<file path="src/rtl/riscv_defines.sv">
// riscv_defines: shared register-file geometry used by the writeback path.
`default_nettype none

package riscv_defines;

  localparam int RF_ADDR_WIDTH = 6;
  localparam int RF_DATA_WIDTH = 32;
  localparam int FP_BANK_BIT   = 5;

  // Width of an index able to address n requesters (never zero).
  function automatic int idx_width(input int n);
    return (n > 1) ? $clog2(n) : 1;
  endfunction

endpackage

`default_nettype wire

</file>
<file path="src/rtl/riscv_rr_pick2.sv">
// riscv_rr_pick2: combinational rotating scan returning the first two valid requesters.
`default_nettype none

module riscv_rr_pick2
  import riscv_defines::*;
#(
  parameter  int NREQ = 4,
  localparam int PW   = idx_width(NREQ)
) (
  input  logic [NREQ-1:0] valid,
  input  logic [PW-1:0]   ptr,
  output logic            first_vld,
  output logic [PW-1:0]   first_idx,
  output logic            second_vld,
  output logic [PW-1:0]   second_idx
);

  logic [PW:0]   sum;
  logic [PW-1:0] idx;

  always_comb begin
    first_vld  = 1'b0;
    first_idx  = '0;
    second_vld = 1'b0;
    second_idx = '0;
    sum        = '0;
    idx        = '0;
    for (int i = 0; i < NREQ; i++) begin
      // ptr < NREQ, so a single subtraction wraps the scan position.
      sum = {1'b0, ptr} + (PW+1)'(i);
      if (sum >= (PW+1)'(NREQ)) begin
        sum = sum - (PW+1)'(NREQ);
      end
      idx = sum[PW-1:0];
      if (valid[idx]) begin
        if (!first_vld) begin
          first_vld = 1'b1;
          first_idx = idx;
        end else if (!second_vld) begin
          second_vld = 1'b1;
          second_idx = idx;
        end
      end
    end
  end

endmodule

`default_nettype wire

</file>
<file path="src/rtl/riscv_rf_wb_arbiter.sv">
// riscv_rf_wb_arbiter: round-robin arbiter merging NREQ writeback requesters onto
// two registered register-file write ports.
`default_nettype none

module riscv_rf_wb_arbiter
  import riscv_defines::*;
#(
  parameter int NREQ       = 4,
  parameter int ADDR_WIDTH = RF_ADDR_WIDTH,
  parameter int DATA_WIDTH = RF_DATA_WIDTH
) (
  input  logic                             clk,
  input  logic                             rst,
  input  logic                             hold_i,
  input  logic [NREQ-1:0]                  req_valid_i,
  input  logic [NREQ-1:0][ADDR_WIDTH-1:0]  req_addr_i,
  input  logic [NREQ-1:0][DATA_WIDTH-1:0]  req_data_i,
  output logic [NREQ-1:0]                  req_ready_o,
  output logic [ADDR_WIDTH-1:0]            waddr_a_o,
  output logic [DATA_WIDTH-1:0]            wdata_a_o,
  output logic                             we_a_o,
  output logic [ADDR_WIDTH-1:0]            waddr_b_o,
  output logic [DATA_WIDTH-1:0]            wdata_b_o,
  output logic                             we_b_o,
  output logic [1:0]                       grant_cnt_o
);

  localparam int PW = idx_width(NREQ);

  logic [PW-1:0]         rr_ptr;
  logic                  a_vld;
  logic                  b_vld;
  logic [PW-1:0]         a_idx;
  logic [PW-1:0]         b_idx;
  logic [PW-1:0]         last_idx;
  logic [PW-1:0]         rr_next;
  logic [ADDR_WIDTH-1:0] a_addr;
  logic [ADDR_WIDTH-1:0] b_addr;
  logic                  issue;
  logic                  grant_a;
  logic                  grant_b;

  riscv_rr_pick2 #(
    .NREQ(NREQ)
  ) u_pick2 (
    .valid      (req_valid_i),
    .ptr        (rr_ptr),
    .first_vld  (a_vld),
    .first_idx  (a_idx),
    .second_vld (b_vld),
    .second_idx (b_idx)
  );

  // x0 is integer-bank register 0; FP register f0 sits at the FP bank bit and is writable.
  function automatic logic is_x0(input logic [ADDR_WIDTH-1:0] addr);
    return !addr[FP_BANK_BIT] && (addr == '0);
  endfunction

  assign a_addr = req_addr_i[a_idx];
  assign b_addr = req_addr_i[b_idx];

  assign issue   = !hold_i && !rst;
  assign grant_a = issue && a_vld;
  // A same-address second winner is dropped rather than replaced by a later requester.
  assign grant_b = grant_a && b_vld && (b_addr != a_addr);

  always_comb begin
    req_ready_o = '0;
    if (grant_a) begin
      req_ready_o[a_idx] = 1'b1;
    end
    if (grant_b) begin
      req_ready_o[b_idx] = 1'b1;
    end
  end

  assign grant_cnt_o = {1'b0, grant_a} + {1'b0, grant_b};

  assign last_idx = grant_b ? b_idx : a_idx;
  assign rr_next  = (last_idx == PW'(NREQ - 1)) ? '0 : last_idx + PW'(1);

  always_ff @(posedge clk) begin
    if (rst) begin
      rr_ptr    <= '0;
      we_a_o    <= 1'b0;
      we_b_o    <= 1'b0;
      waddr_a_o <= '0;
      waddr_b_o <= '0;
      wdata_a_o <= '0;
      wdata_b_o <= '0;
    end else begin
      we_a_o <= grant_a && !is_x0(a_addr);
      we_b_o <= grant_b && !is_x0(b_addr);
      if (grant_a) begin
        waddr_a_o <= a_addr;
        wdata_a_o <= req_data_i[a_idx];
        rr_ptr    <= rr_next;
      end
      if (grant_b) begin
        waddr_b_o <= b_addr;
        wdata_b_o <= req_data_i[b_idx];
      end
    end
  end

endmodule

`default_nettype wire

</file>
<file path="config.mk">
export PLATFORM = sky130hd
export DESIGN_NAME = riscv_rf_wb_arbiter
export DESIGN_NICKNAME = d
export VERILOG_FILES = /design/src/rtl/riscv_defines.sv /design/src/rtl/riscv_rr_pick2.sv /design/src/rtl/riscv_rf_wb_arbiter.sv
export SDC_FILE = /design/constraint.sdc
export NUM_CORES = 1
export LEC_CHECK = 0
export CORE_MARGIN = 3
export CORE_UTILIZATION = 55
export DETAILED_ROUTE_END_ITERATION = 12
export DONT_BUFFER_PORTS = 1
export MAX_ROUTING_LAYER = met4
export PLACE_DENSITY_LB_ADDON = 0.12
export SLEW_MARGIN = 10
export SYNTH_ARGS = -nofsm -noshare
export SYNTH_HDL_FRONTEND = slang
export SYNTH_SLANG_ARGS = --single-unit
</file>
<file path="constraint.sdc">
create_clock -name clk -period 10.52 [get_ports clk]
set_input_delay 2.104 -clock clk [delete_from_list [all_inputs] [get_ports clk]]
set_output_delay 2.104 -clock clk [all_outputs]
set_load 0.005 [all_outputs]
</file>
; ---- After elaboration in Yosys (flattened, before gate mapping)
; Cells that the tools add are included.
[totals]
elab_cells = 102
out_inout_bits = 84
inputBits = 159
reg_bits = 80
[op_classes]
addsub = 9
n_eq_ne = 2
n_lt_le_gt_ge = 12
muxes = 53
bitwise = 1
n_reduce_logical = 18
[op_table]
columns = operator, count
row1 = 32-bit binary-select mux with 2-bit select, 2
row2 = 32-bit 2-to-1 mux, 2
row3 = 2-bit 2-to-1 mux, 21
row4 = 6-bit binary-select mux with 2-bit select, 2
row5 = 2-bit by 3-bit < comparator with 1-bit output (second input constant), 6
row6 = 1-bit 2-to-1 mux, 16
row7 = 6-bit zero test, 2
row8 = 6-bit 2-to-1 mux, 2
row9 = 1-bit logical AND, 10
row10 = 3-bit >= comparator (second input constant), 3
row11 = 1-bit binary-select mux with 2-bit select, 4
row12 = 4-bit 2-to-1 mux, 2
row13 = 2-bit by 1-bit subtractor with 2-bit output (second input constant), 4
row14 = 2-bit by 2-bit adder with 3-bit output (second input constant), 2
row15 = 1-bit zero test, 6
row16 = 6-bit != test, 1
row17 = 1-bit demux with 2-bit select, 2
row18 = 2-bit by 1-bit >= comparator with 1-bit output (second input constant), 2
row19 = 4-bit bitwise OR, 1
row20 = 2-bit by 1-bit adder with 3-bit output (second input constant), 1
row21 = 2-bit by 3-bit >= comparator with 1-bit output (second input constant), 1
row22 = 1-bit by 1-bit adder with 2-bit output, 1
row23 = 2-bit by 1-bit adder with 2-bit output (second input constant), 1
row24 = 2-bit equality test (second input constant), 1

; ---- Logic depth before layout (Yosys ltp)
; Gate-level depths: netlist (run 1).
[logic_depth]
ltp_word = 20
mapped_depth = 23
ltp_nobuf = 16

; ---- Hierarchy
; Synthesis (run 1) repeated with hierarchy kept, for this count alone.
[unflattened]
cells_unflattened = 508
hier_area_um2 = 5393.9
[modules_own_cells]
columns = module, seq_area_each_um2, area_per_inst_um2, n_inst, cells_each
row1 = riscv_rf_wb_arbiter, 1601.5, 4790.8, 1, 423
row2 = riscv_rr_pick2, 0.0, 603.1, 1, 85

; ---- Least setup slack after synthesis (run 1)
; Ideal clock, no wire load.
[synth_path]
path_type = in2out
startpoint = in req_valid_i[0]
endpoint = out grant_cnt_o[0]
cell_stages = 18
arrival_time_ps = 5366
n_path_buf = 4
slack_ps = 3050
required_ps = 8416
path_cell_list = buf_2 > buf_2 > inv_1 > o21ai_0 > nand2_1 > o21ai_0 > ha_1 > nand2_1 > mux2i_1 > a2111oi_0 > or2_1 > buf_6 > mux2_2 > xnor2_1 > a31o_1 > a41oi_2 > buf_2 > ha_1
[synth_between]
elab_chain_len = 16
word_cells_on_any_way = 42
classes_between = add/sub: 1 / eq/ne: 1 / mux: 37 / reduce/logical: 3
[synth_lines]
columns = item, line
row1 = "start, declared", riscv_rf_wb_arbiter.sv:15  ; input logic [NREQ-1:0] req_valid_i,
row2 = 1-bit binary-select mux with 2-bit select, riscv_rr_pick2.sv:35  ; if (valid[idx]) begin
row3 = 1-bit 2-to-1 mux (not written as such), riscv_rr_pick2.sv:35
row4 = 1-bit 2-to-1 mux, riscv_rr_pick2.sv:35
row5 = 2-bit 2-to-1 mux or 1-bit 2-to-1 mux (tied branches), riscv_rr_pick2.sv:36  ; if (!first_vld) begin
row6 = 2-bit 2-to-1 mux or 1-bit 2-to-1 mux (tied branches), riscv_rr_pick2.sv:35
row7 = 2-bit 2-to-1 mux, riscv_rr_pick2.sv:39  ; end else if (!second_vld) begin
row8 = 2-bit 2-to-1 mux, riscv_rr_pick2.sv:36
row9 = 2-bit 2-to-1 mux, riscv_rr_pick2.sv:35
row10 = 2-bit 2-to-1 mux, riscv_rr_pick2.sv:39
row11 = 2-bit 2-to-1 mux, riscv_rr_pick2.sv:36
row12 = 2-bit 2-to-1 mux, riscv_rr_pick2.sv:35
row13 = 6-bit binary-select mux with 2-bit select, riscv_rf_wb_arbiter.sv:60  ; assign b_addr = req_addr_i[b_idx];
row14 = 6-bit 2-to-1 mux (not written as such), riscv_rf_wb_arbiter.sv:60
row15 = 6-bit != test, riscv_rf_wb_arbiter.sv:65  ; assign grant_b = grant_a && b_vld && (b_addr != a_addr);
row16 = 1-bit logical AND, riscv_rf_wb_arbiter.sv:65
row17 = 1-bit by 1-bit adder with 2-bit output (*), riscv_rf_wb_arbiter.sv:77  ; assign grant_cnt_o = {1'b0, grant_a} + {1'b0, grant_b};
row18 = "end, declared", riscv_rf_wb_arbiter.sv:25  ; output logic [1:0] grant_cnt_o
; Mark *: on every way between the ends. The rest lies on a longest branch, timed or not. The select of a mux whose other input is x is not followed.

; ---- Final worst setup path (run 1)
; Ends and elaborated chain as after synthesis.

==> results of run 1 <==
[logic make-up after synthesis]
logic type	count (synthesis)	synth area share (%)
adder cells (fa/ha/maj)	4	0.752
multiplexers	132	22.1
flip-flops	80	25.3
XOR/XNOR	8	1.11
AO/OA/AOI/OAI	112	12.2
buffers and inverters	86	6.53
AND/OR/NAND/NOR	439	32.0
[state kept, by name, summed over array words and instances (netlist names)]
| name | count |
|---|---|
| we_b_o | 1 |
| rr_ptr | 2 |
| wdata_a_o | 32 |
| we_a_o | 1 |
| waddr_a_o | 6 |
| wdata_b_o | 32 |
| waddr_b_o | 6 |
[metal layers]
layer | vias to the layer above | GRT usage [%]
met4 | 0 | 11.9
met5 | - | -
li1 | 2893 | -
met2 | 275 | 48.1
met3 | 33 | 9.25
met1 | 2807 | 36.0
[path summary, 6_finish.rpt]
path	end	slack [ns]	cells past startpoint
max	grant_cnt_o[0]	1.93	14
min	wdata_a_o[0]$_SDFFE_PP0P_	0.49	2
max reg2reg	rr_ptr[0]$_SDFFE_PP0P_	4.30	14
min reg2reg	wdata_a_o[0]$_SDFFE_PP0P_	0.49	2
[power groups by stage]
stage	registers, W	clock network [W]	logic [W]
detailed placement	0.000509	0	0.00115
global placement	0.000509	0	0.00112
global route	0.000517	0.000408	0.00129
floorplan	0.000453	0	0.00101
CTS	0.000504	0.000396	0.00115
finish	0.000504	0.000390	0.00116
[stage by stage]
stage | cells | cell area [µm²]
after floorplan | 861 | 6330
after global placement | 931 | 6210
after detailed placement | 931 | 6210
after CTS | 947 | 6580
after global routing | 947 | 6580
final | 947 | 6580
[worst min-delay path: stages (launching register included)]
cell	delay, ns
dfxtp_1	0.32
nand3b_1	0.08
nand2_1	0.05
[cells in the final DEF (no fill, tap or decap), types with 3 or more instances in the layout]
| cell | Yosys | routed |
|---|---|---|
| o22ai_1 | 4 | 3 |
| xnor2_1 | 6 | 6 |
| and2_1 | 3 | 3 |
| a21o_1 | 4 | 4 |
| o21ai_0 | 9 | 9 |
| a21boi_0 | 6 | 6 |
| o221ai_1 | 3 | 3 |
| inv_1 | 5 | 5 |
| nor2b_1 | 5 | 5 |
| mux2_2 | 35 | 35 |
| dfxtp_1 | 80 | 80 |
| o2111ai_1 | 3 | 3 |
| o21ai_1 | 4 | 4 |
| buf_4 | 1 | 8 |
| nand3_1 | 101 | 101 |
| bufinv_16 | 0 | 4 |
| nand2_1 | 184 | 184 |
| nand3b_1 | 37 | 37 |
| clkbuf_16 | 0 | 9 |
| nand2b_1 | 3 | 3 |
| ha_1 | 3 | 3 |
| nor2_1 | 85 | 84 |
| o211ai_1 | 10 | 10 |
| nor3b_1 | 6 | 6 |
| mux2i_1 | 93 | 93 |
| a21oi_1 | 41 | 41 |
[layout make-up]
type	count	share of cell area (%)
multi-input cells	695	66.0
flip-flops and latches	80	24.4
clock buffers	10	3.48
well taps	140	2.66
clock inverters	6	2.09
repair buffers	8	0.913
inverters	8	0.457
[synthesized netlist by cell type, types with 3 or more instances]
| library cell | number | area share (%) |
|---|---|---|
| a21boi_0 | 6 | 0.71 |
| o21ai_1 | 4 | 0.32 |
| o221ai_1 | 3 | 0.42 |
| nor2_1 | 85 | 5.0 |
| buf_2 | 21 | 1.7 |
| mux2_2 | 35 | 6.2 |
| xnor2_1 | 6 | 0.83 |
| o21ai_0 | 9 | 0.71 |
| o22ai_1 | 4 | 0.40 |
| o2111ai_1 | 3 | 0.42 |
| nand2_1 | 184 | 11 |
| o211ai_1 | 10 | 1.2 |
| a21o_1 | 4 | 0.47 |
| a21oi_1 | 41 | 3.2 |
| buf_6 | 5 | 0.89 |
| ha_1 | 3 | 0.59 |
| nor2b_1 | 5 | 0.49 |
| mux2i_1 | 93 | 15 |
| dfxtp_1 | 80 | 25 |
| nor3b_1 | 6 | 0.71 |
| nand3_1 | 101 | 8.0 |
| inv_1 | 5 | 0.30 |
| nand2b_1 | 3 | 0.30 |
| nand3b_1 | 37 | 4.4 |
| and2_1 | 3 | 0.30 |
| buf_1 | 8 | 0.47 |
| clkbuf_1 | 41 | 2.4 |
==> reports/qor.yml, run 1 <==
global_route:
  track_usage_pct: 30.3
  antenna_found_initial: 0
  grt_max_degree: 81
  grt_remaining_overflow: 0
  grt_pass1_vias: 5869
  grt_pass1_wl_mm: 30.4
timing:
  fmax_mhz: 116
  worst_slack_ns: 1.93
  rsz0062_at_grt: "false"
  finalClockSkew_ns: 0.00656
  setup_viol: 0
  period_needed_ns: 8.59
  hold_viol: 0
  report.final.slew_viol_count: 0
  fin_setup_tns_ns: 0
  fin_crit_sh_pct: 81.7
  timing.hold.ws_ns: 0.492
  slew_headroom_pct: 31.6
  tightest_slew_ns: 1.03
critical_path:
  cpMaxStageDelayCell: "or2_2"
  end_kind: "output port"
  path_buf_inv: 1
  max_stage_delay_ns: 0.92
  crit_arrival_ns: 6.49
  startpoint: "req_valid_i[0]"
  start_kind: "input port"
  path_delay_family: "compound AO/OA/AOI/OAI gates"
  reg2reg_from: "rr_ptr[0]$_SDFFE_PP0P_"
  worstSetupPathType: "input port to output port"
  cp_max_fo: 41
  required_ns: 8.42
  critical_path.cell_chain: "inv_1 -> o21ai_0 -> nand2_1 -> o21ai_0 -> ha_1 -> nand2_1 -> mux2i_1 -> a2111oi_0 -> or2_2 -> mux2_2 -> xnor2_1 -> a31o_1 -> a41oi_4 -> ha_1"
cts:
  clock_path_buffers: 2
  post_cts_buffers: 0
  cts-root-buf: "clkbuf_16"
  cts_resized: 0
  htree_num_levels: 3
  tritoncts: "built"
  cts_inserted_buffers: 9
  worst_skew_pair.late_latency_ns: 0.34
  cts_hold_buf: 0
  clock_sinks: 80
  path_clk_slew_ns: 0.06
hold_path:
  hp-start: "wdata_a_o[0]$_SDFFE_PP0P_"
  holdCritPathClass: "flop to flop"
die:
  fp.dieH_um: 113
  die_w_um: 113
  start_util_pct: 57.4
  rows: 38
  dieArea_um2: 12800
  ios: 243
  core_um2: 11000
final_layout:
  regArea_um2: 1600
  multi_input_area_um2: 4340
  insertedDiodeCount: 0
  postLayoutCoreUtil_pct: 59.6
  fin_nets: 964
  num-fill-cells: 1049
  areaGrowthSynthToFinish_pct: 3.94
  drive_gt1_share_pct: 9.42
synthesis:
  syn_inst: 861
  synth-seq-cells: 80
  synth_edf_count: 0
  syn-num-nets: 1023
  synthesis.area_um2: 6330
  yosysSeqAreaShare_pct: 25.3
  synth-async-reset-ratio_pct: 0
  syn_avg_cell_area_um2: 7.35
  synth_cell_types: 70
  yosys_most_used_dff: "dfxtp_1"
  synth.yosys.warnings: 0
power_and_ir_drop:
  p_comb_share_pct: 56.4
  p_per_area_nw_per_um2: 312
  p_clk_share_pct: 19.0
  vdd_drop_max_mv: 0.163
  swShare_pct: 45.0
  seq_power_share_pct: 24.6
  p_leak_nw: 2.82
  p_sw_w: 0.000923
  internal_power_w: 0.00113
  p_total_w: 0.00205
detailed_routing:
  drt_iter0_drc: 417
  first_pass_iters: 7
  viasPerCell: 6.34
  maxUsedRoutingLayer: "met4"
  met1_length_mm: 7.69
  drc: 0
  wl_met3_mm: 2.01
  dr_wl_met2_mm: 9.09
  ant_nets: 0
  wire_per_inst_um: 20.4
  dr_total_vias: 6008
  drt_wl_total_mm: 19.3
place:
  hpwl_mm: 13.4
  place_ws_ns: 1.95
  gp_congestion: 0.940
  port_buffers: 0
outcome:
  status: "complete, no violations"
flow_run:
  max_cap_viol_count: 0
Note: power is estimated with default switching activity, not from simulation.
==> inputs of run 2 (changes only) <==
ABC_AREA = 1   (was default)
clock period = 7.6 ns   (was 10.52 ns; I/O delays follow)
==> run 2 against run 1 <==
Die area fell by 12%. Clock skew rose by 0.012 ns. Setup slack got worse by 0.55 ns. First-iteration DRC count up 79%. Hold slack gained 0.0021 ns. Utilization decreased by 1.8 points. Register-to-register slack lost 1.3 ns. Routed wire length rose by 1.8%. Critical path depth grew 6.
==> reports/qor.yml, run 2 <==
timing:
  fin_setup_tns_ns: 0
  setup_viol: 0
  period_needed_ns: 6.22
  slew_headroom_pct: 13.9
  fin_crit_sh_pct: 81.9
  fmax_mhz: 161
  report.final.slew_viol_count: 0
  rsz0062_at_grt: "false"
  finalClockSkew_ns: 0.0188
  tightest_slew_ns: 1.29
  hold_viol: 0
cts:
  htree_num_levels: 3
  post_cts_buffers: 0
  clock_sinks: 80
  cts_hold_buf: 0
  path_clk_slew_ns: 0.08
  clock_path_buffers: 2
  worst_skew_pair.late_latency_ns: 0.35
  cts-root-buf: "clkbuf_8"
  cts_inserted_buffers: 9
  tritoncts: "built"
  cts_resized: 0
detailed_routing:
  wire_per_inst_um: 19.6
  dr_total_vias: 6234
  drc: 0
  drt_iter0_drc: 747
  drt_wl_total_mm: 19.6
  first_pass_iters: 7
  viasPerCell: 6.24
  ant_nets: 0
place:
  port_buffers: 0
  gp_congestion: 0.918
  hpwl_mm: 13.5
die:
  ios: 243
  die_w_um: 107
  fp.dieH_um: 107
  dieArea_um2: 11300
  start_util_pct: 56.6
  rows: 36
  core_um2: 9820
final_layout:
  insertedDiodeCount: 0
  num-fill-cells: 1003
  fin_nets: 1023
  final_cell_mix: "389 x nand2_1, 83 x nand3_1, 80 x dfxtp_1, 47 x inv_1, 47 x o21ai_0"
  reg_top3: "wdata_a_o x32, wdata_b_o x32"
  final_common_cell: "nand2_1"
  areaGrowthSynthToFinish_pct: 2.16
  drive_gt1_share_pct: 7.62
global_route:
  grt_max_degree: 77
  grt_remaining_overflow: 0
  grt_pass1_wl_mm: 30.4
  grt_pass1_vias: 5902
  track_usage_pct: 34.3
  antenna_found_initial: 0
synthesis:
  syn_inst: 902
  synthTopCellsByArea: "dfxtp_1 29%, nand2_1 26%, nand3_1 7.6%, a31oi_1 4.8%, a22oi_1 4.5%"
  yosysMostFrequentCell: "nand2_1"
  synth.cells.most_frequent: "389 x nand2_1, 84 x nand3_1, 80 x dfxtp_1"
  synthesis.area_um2: 5560
  synth_edf_count: 0
  synth.yosys.warnings: 0
  synth_cell_types: 39
  syn-num-nets: 1064
  synth-async-reset-ratio_pct: 0
  synth_top_area_share_pct: 28.8
  synth-seq-cells: 80
  yosys_most_used_dff: "dfxtp_1"
  yosysSeqAreaShare_pct: 28.8
  synth_top_area_cell: "dfxtp_1"
  syn_avg_cell_area_um2: 6.16
critical_path:
  end_kind: "output port"
  required_ns: 6.08
  crit_arrival_ns: 4.70
  cp_max_fo: 41
  worstSetupPathType: "input port to output port"
  start_kind: "input port"
outcome:
  status: "complete, no violations"
hold_path:
  holdCritPathClass: "flop to flop"
flow_run:
  max_cap_viol_count: 0
run 2: changes by cell type after synthesis, sizes merged, moves of 31 or more:
cell,before,now
nor2,86,21
a21oi,41,7
nand2,184,407
nand3b,37,2
mux2,36,0
mux2i,94,0
a31oi,1,43
inv,7,56
o21ai,13,59
a22oi,2,33
run 2: cell families after synthesis:
| family | after synthesis | synth area share [%] |
|---|---|---|
| and+or+nand+nor | 536 | 41.9 |
| buffers and inverters | 118 | 9.73 |
| DFF | 80 | 28.8 |
| adders and majority gates | 3 | 0.675 |
| AOI/OAI and AO/OA | 165 | 18.9 |
run 2: area by class of cell:
cell class	count	area, µm²	share of cell area, %
multi-input cells	704	3430	60.4
flip-flops and latches	80	1600	28.2
inverters	57	226	3.99
well taps	133	166	2.93
clock buffers	10	138	2.42
repair buffers	9	67.6	1.19
clock inverters	6	50.0	0.881
run 2: path summary, 6_finish.rpt:
check	start	to	slack (ns)	cells past startpoint
worst max-delay path	req_valid_i[3]	grant_cnt_o[0]	1.38	20
worst max register to register	rr_ptr[0]$_SDFFE_PP0P_	wdata_b_o[5]$_SDFFE_PP0N_	3.03	21
worst min-delay path	wdata_a_o[13]$_SDFFE_PP0P_	wdata_a_o[13]$_SDFFE_PP0P_	0.49	2
worst min register to register	wdata_a_o[13]$_SDFFE_PP0P_	wdata_a_o[13]$_SDFFE_PP0P_	0.49	2
run 2: per-layer routing:
metal / GRT usage, % / share of wire (%) / vias up
li1: - / - / 2937
met1: 41.0 / 38 / 2816
met2: 55.0 / 47 / 418
met3: 9.53 / 12 / 63
met4: 13.3 / 2.7 / 0
met5: - / 0 / -
run 2: critical path, stage by stage:
cell     delay (ns)
inv_1          0.02
nand2_1        0.09
nand3_1        0.12
nand2_2        0.19
nor2_8         0.08
a21oi_1        0.21
nand3_1        0.36
nand2_2        0.78
inv_1          0.14
nand2_1        0.09
nand2_1        0.05
nand2_1        0.10
nand2_1        0.08
nand2_1        0.06
nand2_1        0.06
nor2_2         0.13
nand3_4        0.14
nand2_8        0.13
inv_4          0.04
ha_1           0.31
run 2: per-stage QoR:
step	cell area (µm²)	worst slack (ns)	hold WS, ns	cells	utilization [%]
finish	5680	1.38	0.494	999	57.8
detailed placement	5490	1.43	0.483	983	55.9
floorplan	5560	2.07	0.466	902	-
global route	5680	0.984	0.520	999	57.8
CTS	5680	1.41	0.497	999	57.8
global placement	5490	1.52	0.478	983	55.9
Power of run 2 is not shown: default switching activity piles up to over one toggle a cycle in this logic, so the estimate is an artifact.
==> inputs of run 3 (changes only) <==
ABC_AREA = 0   (was 1)
clock period = 6.1 ns   (was 7.6 ns; I/O delays follow)
==> run 3 against run 2 <==
First-iteration DRC count down 22%. Critical path depth down 5. Hold slack better by 0.0025 ns. Clock skew down 0.0083 ns. Clock-buffer cell count up 3. Sequential share of layout area down 3.9 points. Global-route usage down 3.0 points. Critical path type unchanged. Largest cell class unchanged. Highest routed layer unchanged.
==> reports/qor.yml, run 3 (same netlist as run 1, synthesis figures left out) <==
outcome:
  status: "complete, no violations"
die:
  die_w_um: 113
  dieArea_um2: 12800
  ios: 243
  fp.dieH_um: 113
  start_util_pct: 57.4
  core_um2: 11000
  rows: 38
cts:
  worst_skew_pair.late_latency_ns: 0.35
  tritoncts: "built"
  clock_path_buffers: 2
  cts-root-buf: "clkbuf_16"
  path_clk_slew_ns: 0.06
  htree_num_levels: 3
  clock_sinks: 80
  cts_inserted_buffers: 9
  cts_hold_buf: 0
critical_path:
  critical_path.cell_chain: "inv_1 -> o21ai_0 -> nand2_1 -> o21ai_0 -> ha_1 -> nand2_1 -> mux2i_1 -> a2111oi_1 -> or2_2 -> mux2_4 -> nor2_1 -> a211oi_1 -> a31o_1 -> a41oi_4 -> ha_1"
  cpMaxStageDelayCell: "a41oi_4"
  worstSetupPathType: "input port to output port"
  path_buf_inv: 1
  crit_arrival_ns: 4.53
  end_kind: "output port"
  max_stage_delay_ns: 0.52
  cp_max_fo: 20
  path_delay_family: "compound AO/OA/AOI/OAI gates"
  required_ns: 4.88
  start_kind: "input port"
timing:
  slew_headroom_pct: 48.4
  fin_setup_tns_ns: 0
  hold_viol: 0
  report.final.slew_viol_count: 0
  setup_viol: 0
  finalClockSkew_ns: 0.0105
  fin_crit_sh_pct: 94.3
  period_needed_ns: 5.75
  fmax_mhz: 174
  tightest_slew_ns: 0.773
final_layout:
  reg_top3: "wdata_a_o x32, wdata_b_o x32"
  insertedDiodeCount: 0
  areaGrowthSynthToFinish_pct: 3.95
  final_common_cell: "nand2_1"
  fin_nets: 975
  drive_gt1_share_pct: 10.5
  num-fill-cells: 1025
  regArea_um2: 1600
  final_cell_mix: "184 x nand2_1, 101 x nand3_1, 93 x mux2i_1, 84 x nor2_1, 80 x dfxtp_1"
  postLayoutCoreUtil_pct: 59.6
  multi_input_area_um2: 4340
global_route:
  grt_pass1_vias: 6042
  track_usage_pct: 31.3
  grt_pass1_wl_mm: 31.5
  grt_remaining_overflow: 0
  grt_max_degree: 81
  antenna_found_initial: 0
detailed_routing:
  drt_iter0_drc: 584
  ant_nets: 0
  wire_per_inst_um: 21.0
  drt_wl_total_mm: 20.1
  viasPerCell: 6.47
  dr_total_vias: 6191
  drc: 0
  first_pass_iters: 7
power_and_ir_drop:
  p_per_area_nw_per_um2: 532
  p_leak_nw: 2.84
  vdd_drop_max_mv: 0.379
place:
  hpwl_mm: 14.3
  port_buffers: 0
  gp_congestion: 0.887
hold_path:
  holdCritPathClass: "flop to flop"
flow_run:
  max_cap_viol_count: 0
-- run 3: cell types whose count changed in the layout (fill, tap and decap cells not counted), moves of 14 or more --
cell | before | now
inv_1 | 47 | 5
nand2_1 | 389 | 184
a21oi_1 | 7 | 41
nand2_2 | 14 | 0
a31oi_1 | 43 | 1
nand3_1 | 83 | 101
nor2_1 | 11 | 84
mux2_2 | 0 | 35
o21ai_0 | 47 | 9
nand4_1 | 19 | 0
mux2i_1 | 0 | 93
nand3b_1 | 2 | 37
a22oi_1 | 33 | 2
-- run 3: area by class of cell --
type / count / area share (%)
sequential: 80 / 24.3
inverter: 8 / 0.457
clock buffer: 13 / 4.11
multi-input combinational: 695 / 66.0
clock inverter: 2 / 0.209
timing repair buffer: 19 / 2.17
tap: 140 / 2.66
-- run 3: through the flow --
| stage | instances | power [W] | setup WS (ns) | instance area, µm² | hold WS (ns) |
|---|---|---|---|---|---|
| global placement | 942 | 0.00290 | 0.383 | 6290 | 0.485 |
| floorplan | 861 | 0.00252 | 0.398 | 6330 | 0.466 |
| finish | 957 | 0.00350 | 0.348 | 6580 | 0.496 |
| global route | 957 | 0.00377 | -0.0484 | 6580 | 0.509 |
| detailed placement | 942 | 0.00296 | 0.318 | 6290 | 0.487 |
| CTS | 957 | 0.00350 | 0.290 | 6580 | 0.498 |
-- run 3: report_power, final --
group	leakage [nW]	internal, W	switching [W]
Combinational	2.04	0.000868	0.00127
Sequential	0.658	0.000682	0.000157
Clock	0.142	0.000307	0.000212
Total	2.84	0.00186	0.00164
-- run 3: worst register-to-register path: stages (launching register included) --
cell and delay [ns]:
dfxtp_1 0.68, mux2i_1 0.32, o21ai_0 0.15, ha_1 0.32, nand2_1 0.07, mux2i_1 0.07
a2111oi_1 0.50, or2_2 0.30, mux2_4 0.35, nor2_1 0.13, a211oi_1 0.07, a31o_1 0.25
a41oi_4 0.52, buf_4 0.46, nor2_1 0.15, a221o_1 0.28
-- run 3: timing repair --
action | 4_1_cts | 5_1_grt
setup buffers | 0 | 0
endpoints found under the setup margin | 0 | 5
gates resized for setup | 0 | 1
-- run 3: path summary, 6_finish.rpt --
path	endpoint	slack (ns)	start	cells past startpoint
worst max register to register	rr_ptr[0]$_SDFFE_PP0P_	1.39	rr_ptr[1]$_SDFFE_PP0P_	15
worst max-delay path	grant_cnt_o[0]	0.35	req_valid_i[0]	15
worst min-delay path	wdata_a_o[30]$_SDFFE_PP0P_	0.50	wdata_a_o[30]$_SDFFE_PP0P_	2
worst min register to register	wdata_a_o[30]$_SDFFE_PP0P_	0.50	wdata_a_o[30]$_SDFFE_PP0P_	2
-- run 3: per-layer routing --
layer / vias to the layer above / share of wire [%] / global-route usage, %
li1: 2904 / - / -
met3: 57 / 11 / 9.25
met1: 2861 / 38 / 36.8
met4: 0 / 3.0 / 11.9
met5: - / 0 / -
met2: 369 / 48 / 50.5
